==> src/rtl/cvxif_copro_pkg.sv <==
// Shared constants and types for the CV-X-IF coprocessor responder
// and its in-flight entry queue.
package cvxif_copro_pkg;

    localparam int TRANS_ID_BITS = 3;
    localparam int COPRO_XLEN    = 64;
    localparam int CNT_BITS      = 8;

    localparam logic [6:0] CUS_OPCODE  = 7'h7B;
    localparam logic [5:0] EXC_ILLEGAL = 6'd2;

    typedef enum logic [1:0] {
        CUS_NOP  = 2'd0,
        CUS_ADD  = 2'd1,
        CUS_ADDM = 2'd2,
        CUS_EXC  = 2'd3
    } copro_op_e;

    typedef struct packed {
        logic [TRANS_ID_BITS-1:0] id;
        logic [4:0]               rd;
        logic [COPRO_XLEN-1:0]    data;
        logic                     we;
        logic                     exc;
        logic [CNT_BITS-1:0]      cnt;
        logic                     committed;
        logic                     killed;
    } copro_entry_t;

    function automatic logic op_adds(input copro_op_e op);
        return (op == CUS_ADD) || (op == CUS_ADDM);
    endfunction

    // Cycles an entry must wait before it may be emitted.
    function automatic logic [CNT_BITS-1:0] op_delay(
        input copro_op_e op,
        input int        lat
    );
        return (op == CUS_ADDM) ? CNT_BITS'(lat - 1) : '0;
    endfunction

endpackage

==> src/rtl/cvxif_copro_entry_q.sv <==
// In-flight entry queue: circular buffer with per-entry countdown and
// id-matched commit/kill marking.
module cvxif_copro_entry_q
    import cvxif_copro_pkg::*;
#(
    parameter int Depth = 4
) (
    input  logic                     clk_i,
    input  logic                     rst_i,
    input  logic                     clr_i,
    input  logic                     push_i,
    input  copro_entry_t             push_entry_i,
    input  logic                     pop_i,
    input  logic                     commit_valid_i,
    input  logic [TRANS_ID_BITS-1:0] commit_id_i,
    input  logic                     commit_kill_i,
    output copro_entry_t             head_o,
    output logic                     head_valid_o,
    output logic [$clog2(Depth):0]   count_o
);

    localparam int PtrW = $clog2(Depth);

    copro_entry_t     mem [Depth];
    logic [Depth-1:0] vld;
    logic [PtrW-1:0]  head;
    logic [PtrW-1:0]  tail;
    logic [PtrW:0]    count;
    logic [Depth-1:0] hit;
    copro_entry_t     push_entry;

    // A commit aimed at the id being issued lands on the new entry.
    always_comb begin
        push_entry = push_entry_i;
        if (commit_valid_i && (commit_id_i == push_entry_i.id)) begin
            push_entry.committed = ~commit_kill_i;
            push_entry.killed    = commit_kill_i;
        end
    end

    always_comb begin
        hit = '0;
        for (int i = 0; i < Depth; i++) begin
            hit[i] = vld[i] & commit_valid_i
                   & (mem[i].id == commit_id_i);
        end
    end

    always_ff @(posedge clk_i or posedge rst_i) begin
        if (rst_i) begin
            head  <= '0;
            tail  <= '0;
            count <= '0;
            vld   <= '0;
            for (int i = 0; i < Depth; i++) begin
                mem[i] <= '0;
            end
        end else if (clr_i) begin
            head  <= '0;
            tail  <= '0;
            count <= '0;
            vld   <= '0;
            for (int i = 0; i < Depth; i++) begin
                mem[i] <= '0;
            end
        end else begin
            for (int i = 0; i < Depth; i++) begin
                if (vld[i]) begin
                    if (mem[i].cnt != '0) begin
                        mem[i].cnt <= mem[i].cnt - CNT_BITS'(1);
                    end
                    if (hit[i]) begin
                        if (commit_kill_i) begin
                            mem[i].killed <= 1'b1;
                        end else begin
                            mem[i].committed <= 1'b1;
                        end
                    end
                end
            end
            if (pop_i) begin
                vld[head] <= 1'b0;
                head      <= head + PtrW'(1);
            end
            if (push_i) begin
                mem[tail] <= push_entry;
                vld[tail] <= 1'b1;
                tail      <= tail + PtrW'(1);
            end
            count <= count
                   + {{PtrW{1'b0}}, push_i}
                   - {{PtrW{1'b0}}, pop_i};
        end
    end

    assign head_o       = mem[head];
    assign head_valid_o = vld[head];
    assign count_o      = count;

endmodule

==> src/rtl/cvxif_copro_responder.sv <==
// CV-X-IF responder: decodes custom-3 ops, executes speculatively and
// returns committed results in issue order.
module cvxif_copro_responder
    import cvxif_copro_pkg::*;
#(
    parameter int IdWidth  = TRANS_ID_BITS,
    parameter int XLEN     = COPRO_XLEN,
    parameter int Depth    = 4,
    parameter int MultiLat = 3
) (
    input  logic                clk_i,
    input  logic                rst_i,
    input  logic                clr_i,
    input  logic                issue_valid_i,
    output logic                issue_ready_o,
    input  logic [31:0]         issue_instr_i,
    input  logic [IdWidth-1:0]  issue_id_i,
    input  logic [2*XLEN-1:0]   issue_rs_i,
    input  logic [1:0]          issue_rs_valid_i,
    output logic                issue_accept_o,
    output logic                issue_writeback_o,
    input  logic                commit_valid_i,
    input  logic [IdWidth-1:0]  commit_id_i,
    input  logic                commit_kill_i,
    output logic                result_valid_o,
    input  logic                result_ready_i,
    output logic [IdWidth-1:0]  result_id_o,
    output logic [XLEN-1:0]     result_data_o,
    output logic [4:0]          result_rd_o,
    output logic                result_we_o,
    output logic                result_exc_o,
    output logic [5:0]          result_exccode_o
);

    localparam int CntW = $clog2(Depth) + 1;

    logic [6:0]      opcode;
    logic [2:0]      funct3;
    logic [4:0]      rd;
    logic [XLEN-1:0] rs1;
    logic [XLEN-1:0] rs2;
    copro_op_e       op;
    logic            legal;
    logic [1:0]      rs_need;
    logic            operands_ok;
    logic            handshake;
    logic            push;
    logic            pop;
    copro_entry_t    new_entry;
    copro_entry_t    head;
    logic            head_valid;
    logic [CntW-1:0] count;
    logic            unused_instr;

    assign opcode       = issue_instr_i[6:0];
    assign rd           = issue_instr_i[11:7];
    assign funct3       = issue_instr_i[14:12];
    assign rs1          = issue_rs_i[XLEN-1:0];
    assign rs2          = issue_rs_i[2*XLEN-1:XLEN];
    assign unused_instr = ^issue_instr_i[31:15];

    always_comb begin
        legal   = 1'b0;
        op      = CUS_NOP;
        rs_need = 2'b00;
        if (opcode == CUS_OPCODE) begin
            unique case (funct3)
                3'd0: begin
                    legal = 1'b1;
                    op    = CUS_NOP;
                end
                3'd1: begin
                    legal   = 1'b1;
                    op      = CUS_ADD;
                    rs_need = 2'b11;
                end
                3'd2: begin
                    legal   = 1'b1;
                    op      = CUS_ADDM;
                    rs_need = 2'b11;
                end
                3'd3: begin
                    legal = 1'b1;
                    op    = CUS_EXC;
                end
                default: legal = 1'b0;
            endcase
        end
    end

    assign operands_ok = (issue_rs_valid_i & rs_need) == rs_need;

    // Readiness looks only at the registered count; a same-cycle pop
    // does not open a slot.
    assign issue_ready_o     = ~rst_i & (count < CntW'(Depth));
    assign handshake         = issue_valid_i & issue_ready_o;
    assign issue_accept_o    = handshake & legal & operands_ok;
    assign issue_writeback_o = issue_accept_o & op_adds(op)
                             & (rd != 5'd0);
    assign push              = issue_accept_o;

    always_comb begin
        new_entry     = '0;
        new_entry.id  = issue_id_i;
        new_entry.rd  = rd;
        new_entry.exc = (op == CUS_EXC);
        new_entry.cnt = op_delay(op, MultiLat);
        if (op_adds(op)) begin
            new_entry.data = rs1 + rs2;
            new_entry.we   = (rd != 5'd0);
        end
    end

    cvxif_copro_entry_q #(
        .Depth (Depth)
    ) u_entry_q (
        .clk_i          (clk_i),
        .rst_i          (rst_i),
        .clr_i          (clr_i),
        .push_i         (push),
        .push_entry_i   (new_entry),
        .pop_i          (pop),
        .commit_valid_i (commit_valid_i),
        .commit_id_i    (commit_id_i),
        .commit_kill_i  (commit_kill_i),
        .head_o         (head),
        .head_valid_o   (head_valid),
        .count_o        (count)
    );

    assign result_valid_o = head_valid & head.committed
                          & ~head.killed & (head.cnt == '0);

    // Killed heads leave without a handshake.
    assign pop = (result_valid_o & result_ready_i)
               | (head_valid & head.killed);

    assign result_id_o      = result_valid_o ? head.id   : '0;
    assign result_data_o    = result_valid_o ? head.data : '0;
    assign result_rd_o      = result_valid_o ? head.rd   : '0;
    assign result_we_o      = result_valid_o & head.we;
    assign result_exc_o     = result_valid_o & head.exc;
    assign result_exccode_o = (result_valid_o & head.exc)
                            ? EXC_ILLEGAL : 6'd0;

endmodule
==> config.mk <==
export PLATFORM = sky130hd
export DESIGN_NAME = cvxif_copro_responder
export DESIGN_NICKNAME = d
export VERILOG_FILES = /design/src/rtl/cvxif_copro_pkg.sv /design/src/rtl/cvxif_copro_entry_q.sv /design/src/rtl/cvxif_copro_responder.sv
export SDC_FILE = /design/constraint.sdc
export NUM_CORES = 1
export LEC_CHECK = 0
export CAP_MARGIN = 0
export CELL_PAD_IN_SITES_DETAIL_PLACEMENT = 0
export CELL_PAD_IN_SITES_GLOBAL_PLACEMENT = 1
export CORE_ASPECT_RATIO = 1.2
export CORE_MARGIN = 2
export CORE_UTILIZATION = 40
export CTS_CLUSTER_SIZE = 16
export DETAILED_ROUTE_END_ITERATION = 16
export HOLD_SLACK_MARGIN = 0.15
export PLACE_DENSITY = 0.84
export SKIP_LAST_GASP = 1
export SYNTH_ARGS = -nofsm -noshare
export SYNTH_HDL_FRONTEND = slang
export SYNTH_SLANG_ARGS = --single-unit
==> constraint.sdc <==
create_clock -name clk_i -period 13.55 [get_ports clk_i]
set_clock_uncertainty 0.15 [all_clocks]
set_input_delay 3.3875 -clock clk_i [delete_from_list [all_inputs] [get_ports clk_i]]
set_output_delay 3.3875 -clock clk_i [all_outputs]
set_load 0.02 [all_outputs]
=== Yosys cells after proc, flatten, opt, wreduce, memory -nomap -nowiden ===
Cells that the tools add are included.

* Register bits: 347
* Input bits: 175
* Logic and storage cells: 173

* Add/sub/neg operators: 9
* Order comparisons: 8
* Equal/unequal tests: 13
* Mux-type cells: 60
* Bitwise gates (word level): 31
* Reduce and logical (&&, ||, !) cells: 16

{| class="wikitable"
|+ Operators with widths
! kind !! number
|-
| 336-bit two-way mux || 2
|-
| 336-bit bitwise mux || 1
|-
| 84-bit two-way mux || 3
|-
| 84-bit binary-select mux with 2-bit select || 1
|-
| 84-bit demux with 2-bit select || 1
|-
| 10-bit two-way mux || 8
|-
| 65-bit two-way mux || 1
|-
| 64-bit adder || 1
|-
| 64-bit two-way mux || 1
|-
| 8-bit two-way mux || 4
|-
| 8-bit nonzero test || 4
|-
| 8-bit by 1-bit subtractor with 8-bit output (second input constant) || 4
|-
| 2-bit two-way mux || 14
|-
| 1-bit bitwise AND || 21
|-
| 4-bit two-way mux || 4
|-
| 3-bit == test || 5
|-
| 1-bit two-way mux || 13
|-
| 8-bit zero test || 1
|-
| 7-bit == test (second input constant) || 1
|-
| 3-bit by 2-bit == test with 1-bit output (second input constant) || 2
|-
| 3-bit greater-or-equal comparator (second input constant) || 2
|-
| 2-bit by 3-bit < comparator with 1-bit output (second input constant) || 2
|-
| 3-bit two-way mux || 2
|-
| 2-bit NOT with 3-bit output || 2
|-
| 27 further kinds || 37
|}

=== Depth between registers and ports, before layout ===
* Word-level depth: 14
* Depth in mapped cells: 15
* Depth with buffers taken out: 14

=== Cells and area by module ===
From an unflattened synthesis, not the netlist that was laid out.

* Cell total of the unflattened synthesis: 2,424
* Area total of the unflattened synthesis: 21,269.1 um^2

{| class="wikitable"
|+ Modules (own cells, without submodules)
! module !! times used !! cells each !! area an instance (um^2)
|-
| cvxif_copro_entry_q || 1 || 1,726 || 16,767.3
|-
| cvxif_copro_responder || 1 || 698 || 4,501.8
|}

=== Least setup slack after synthesis ===
No wires, ideal clock.

* Path type: input port to output port
* Start: input issue_instr_i[2]
* End: output issue_writeback_o
* Data arrival time: 4,829 ps
* Slack: 5,183 ps
* Stages: 7
* Path buffers: 1
* Cell sequence: nand4bb_1 -> nor2_1 -> and2_1 -> ha_1 -> clkbuf_1 -> o21ai_0 -> nor2_1

* Longest elaborated chain between the ends: 7

{| class="wikitable"
|+ Ends and longest elaborated chain
! element !! RTL line !! RTL
|-
| start: declaration || cvxif_copro_responder.sv:16 || <nowiki>input logic [31:0] issue_instr_i,</nowiki>
|-
| 7-bit == test (*) || cvxif_copro_responder.sv:66 || <nowiki>if (opcode == CUS_OPCODE) begin</nowiki>
|-
| 2-bit two-way mux || cvxif_copro_responder.sv:66 ||
|-
| 2-bit bitwise AND || cvxif_copro_responder.sv:91 || <nowiki>assign operands_ok = (issue_rs_valid_i & rs_need) == rs_need;</nowiki>
|-
| 2-bit == test || cvxif_copro_responder.sv:91 ||
|-
| 1-bit bitwise AND || cvxif_copro_responder.sv:97 || <nowiki>assign issue_accept_o = handshake & legal & operands_ok;</nowiki>
|-
| 1-bit bitwise AND (*) || cvxif_copro_responder.sv:98 || <nowiki>assign issue_writeback_o = issue_accept_o & op_adds(op)</nowiki>
|-
| 1-bit bitwise AND (*) || cvxif_copro_responder.sv:99 || <nowiki>& (rd != 5'd0);</nowiki>
|-
| end: declaration || cvxif_copro_responder.sv:21 || <nowiki>output logic issue_writeback_o,</nowiki>
|}

Mark *: on every way between the ends. The rest lies on a longest branch, timed or not.

=== Worst setup path after layout ===
* Start: input issue_instr_i[5]
* End: output issue_writeback_o

Same word-level chain as after synthesis.

==> results.cfg <==
[cells_and_area]
fillers = 4449
areaGrowthSynthToFinish_pct = 20.9
drive_gt1_share_pct = 8.49
fin_nets = 2294
final_area_um2 = 23300
insertedDiodeCount = 0

[pwr]
cellLeakagePower_nw = 9.99
peakVddDrop_mv = 0.0603
power_density_nw_per_um2 = 101

[worst_setup_path]
startpoint = issue_instr_i[5]
cp_data_required_time_ns = 10.01
cp-end-kind = output port
worstSetupPathType = in -> out
cp_num_buf_inv = 3
slowest_delay_ns = 0.65
reg2reg_slack_ns = 8.18
cpLargestDelayFamily = buffers and inverters
startpoint_type = input port
worstReg2RegStart = u_entry_q.head[0]$_DFFE_PP0P_
arrival_ns = 6.14
r2r-end = u_entry_q.count_o[2]$_DFF_PP0_
crit_path_end = issue_writeback_o
slowest_stage = clkdlybuf4s50_1
crit_fanout = 33
reg2reg_depth = 14
crit_chain = clkdlybuf4s50_1 -> nand4_1 -> nor2_1 -> and2_1 -> ha_1 -> buf_4 -> o21ai_0 -> nor2_1 -> clkdlybuf4s50_1
crit_cells = 9

[routing]
wl_per_cell_um = 20.6
wirelength_met1_um = 23700
wl_met2_um = 27700
wl_met3_um = 2830
top_layer_used = met4
drt_iter0_drc = 1185
drt_pass1_iterations = 5
drc = 0
vias = 15467
wirelength_um = 55500
viasPerCell = 5.75
final_antenna_net_count = 0

[synthesis]
synth_cell_types = 68
synth_area_leaders = dfrtp_1, mux4_2, a22o_1
synth_edf_count = 0
synth_top_family_by_area = compound AO/OA/AOI/OAI gates
syn_avg_cell_area_um2 = 10.4
async_reset_ff_share_pct = 100
post-synth-top-count-cell = dfrtp_1
yosys.area.top_type = dfrtp_1
syn_inst = 1861
ys.flop_type = dfrtp_1
synthAdderAreaFrac_pct = 5.60
synth-xor-area-share_pct = 5.07
ys.warnings.count = 0
syn_area_um2 = 19300
ys_ff_latch = 347
seq_area_frac_synth_pct = 45.1
synthMuxAreaShare_pct = 9.05
synth_compound_area_share_pct = 18.6
synth_simple_gate_area_share_pct = 13.3
synth_top_area_share_pct = 45.1
synth.top_cells.by_count = dfrtp_1, nand2_1, o21ai_0

[placed_design]
hpwl_um = 37700
place_congestion = 0.855
dpl_cell_area_um2 = 22100
port-buffer-count = 236

[global_route]
grt_pass1_vias = 15776
grt_first_pass_wirelength_um = 87700
antenna_found_initial = 0
grt_max_degree = 95
grt_use_total_pct = 22.2
grt_overflow = 0

[cts]
ctsHoldBuffers = 0
cts_inserted_buffers = 36
clk_pin_slew_worst_paths_ns = 0.06
cts_tree = built
cts_buffer_depth = 3
cts.repair.resized = 0
cts_max_level = 2
clock_latency_ns = 0.52
cts_sinks = 347
root_buffer = clkbuf_16
post_cts.repair.setup_buffers = 0

[floorplan]
die_w_um = 204
num_rows = 88
pin_count = 259
core-area_um2 = 47800
die_h_um = 244
die_area_um2 = 50000
start_util_pct = 40.3

[timing]
finalSetupViolCount = 0
holdWs_ns = 0.326
final.setup.tns_ns = 0
hold_violations = 0
period_minus_slack_ns = 9.67
slew_violations = 0
worst_pin_slew_ns = 1.09
finalCritPeriodShare_pct = 71.4
rsz0062_at_grt = false
max_freq_mhz = 103
slew_headroom_pct = 27.3

[run_status]
outcome = completed

[hold_path]
hold_class = reg -> reg

[flow_run]
max-cap-violations = 0
[report_power, final]
part           internal [mW]  switching (mW)  leakage [nW]  total [mW]
combinational          0.121           0.207          4.56       0.328
sequential              1.04       0.0000345          4.85        1.04
clock                  0.571           0.407         0.587       0.979
total                   1.73           0.614          9.99        2.34
[metrics by stage]
stage | setup slack (ns) | std cells | util (%) | power (mW)
finish | 3.88 | 2691 | 48.8 | 2.34
global route | 3.64 | 2691 | 48.8 | 2.44
CTS | 3.85 | 2691 | 48.8 | 2.36
detailed placement | 3.86 | 2626 | 46.3 | 1.38
global placement | 3.87 | 2626 | 46.3 | 1.38
floorplan | 0.391 | 1865 | - | 1.26
[cell type report]
cell class	instances	area (um2)	area share [%]
clock buffer	53	1080	4.62
clock inverter	12	92.6	0.397
inverter	39	154	0.660
multi-input combinational	1359	10000	43.0
sequential	347	8690	37.3
tap	630	788	3.38
timing repair buffer	251	2470	10.6
[metal layers]
layer	GRT usage, %	vias to the layer above
met1	29.4	7850
met5	0	-
li1	-	7060
met2	38.2	487
met3	2.69	70
met4	6.03	0
[tightest hold or removal path: stages (launching register included)]
cell	delay, ns
dfrtp_1	0.34
nand2_1	0.04
o21ai_0	0.06
[worst min-delay path by stage]
stage                     cells past startpoint                            from                        endpoint
after floorplan                               2  u_entry_q.mem[159]$_DFFE_PP0P_  u_entry_q.mem[159]$_DFFE_PP0P_
after CTS                                     2  u_entry_q.mem[193]$_DFFE_PP0P_  u_entry_q.mem[193]$_DFFE_PP0P_
after detailed placement                      2  u_entry_q.mem[193]$_DFFE_PP0P_  u_entry_q.mem[193]$_DFFE_PP0P_
after global routing                          2   u_entry_q.mem[23]$_DFFE_PP0P_   u_entry_q.mem[23]$_DFFE_PP0P_
after global placement                        2  u_entry_q.mem[288]$_DFFE_PP0P_  u_entry_q.mem[288]$_DFFE_PP0P_
final                                         2  u_entry_q.mem[224]$_DFFE_PP0P_  u_entry_q.mem[224]$_DFFE_PP0P_
[kinds of logic (layout without fill, tap and decap cells)]
group | Yosys count | count (layout)
AND/OR/NAND/NOR | 550 | 550
AO/OA/AOI/OAI | 532 | 532
flip-flops | 347 | 347
buffers and inverters | 159 | 355
XOR/XNOR | 109 | 109
adder cells (fa/ha/maj) | 85 | 85
multiplexers | 78 | 78
other | 1 | 5
[flip-flops by register name (all words and copies together), names as in the netlist]
signal / count
u_entry_q.count_o: 3
u_entry_q.mem: 336
u_entry_q.head: 2
u_entry_q.vld: 4
u_entry_q.tail: 2
[cell usage in the layout, fill, tap and decap left out, types with 18 or more instances in the layout]
cell type	Yosys	layout
a21o_1	28	28
a21oi_1	79	75
a22o_1	165	165
clkbuf_16	0	37
clkdlybuf4s50_1	0	236
dfrtp_1	347	345
ha_1	83	83
inv_1	39	38
mux4_2	77	77
nand2_1	265	265
nand3_1	20	20
nand4_1	18	18
nor2_1	77	77
nor2b_1	78	78
nor3_1	24	24
o21ai_0	184	184
xnor2_1	71	71
xor2_1	35	35
No activity file was read; power rests on OpenSTA's default activity.
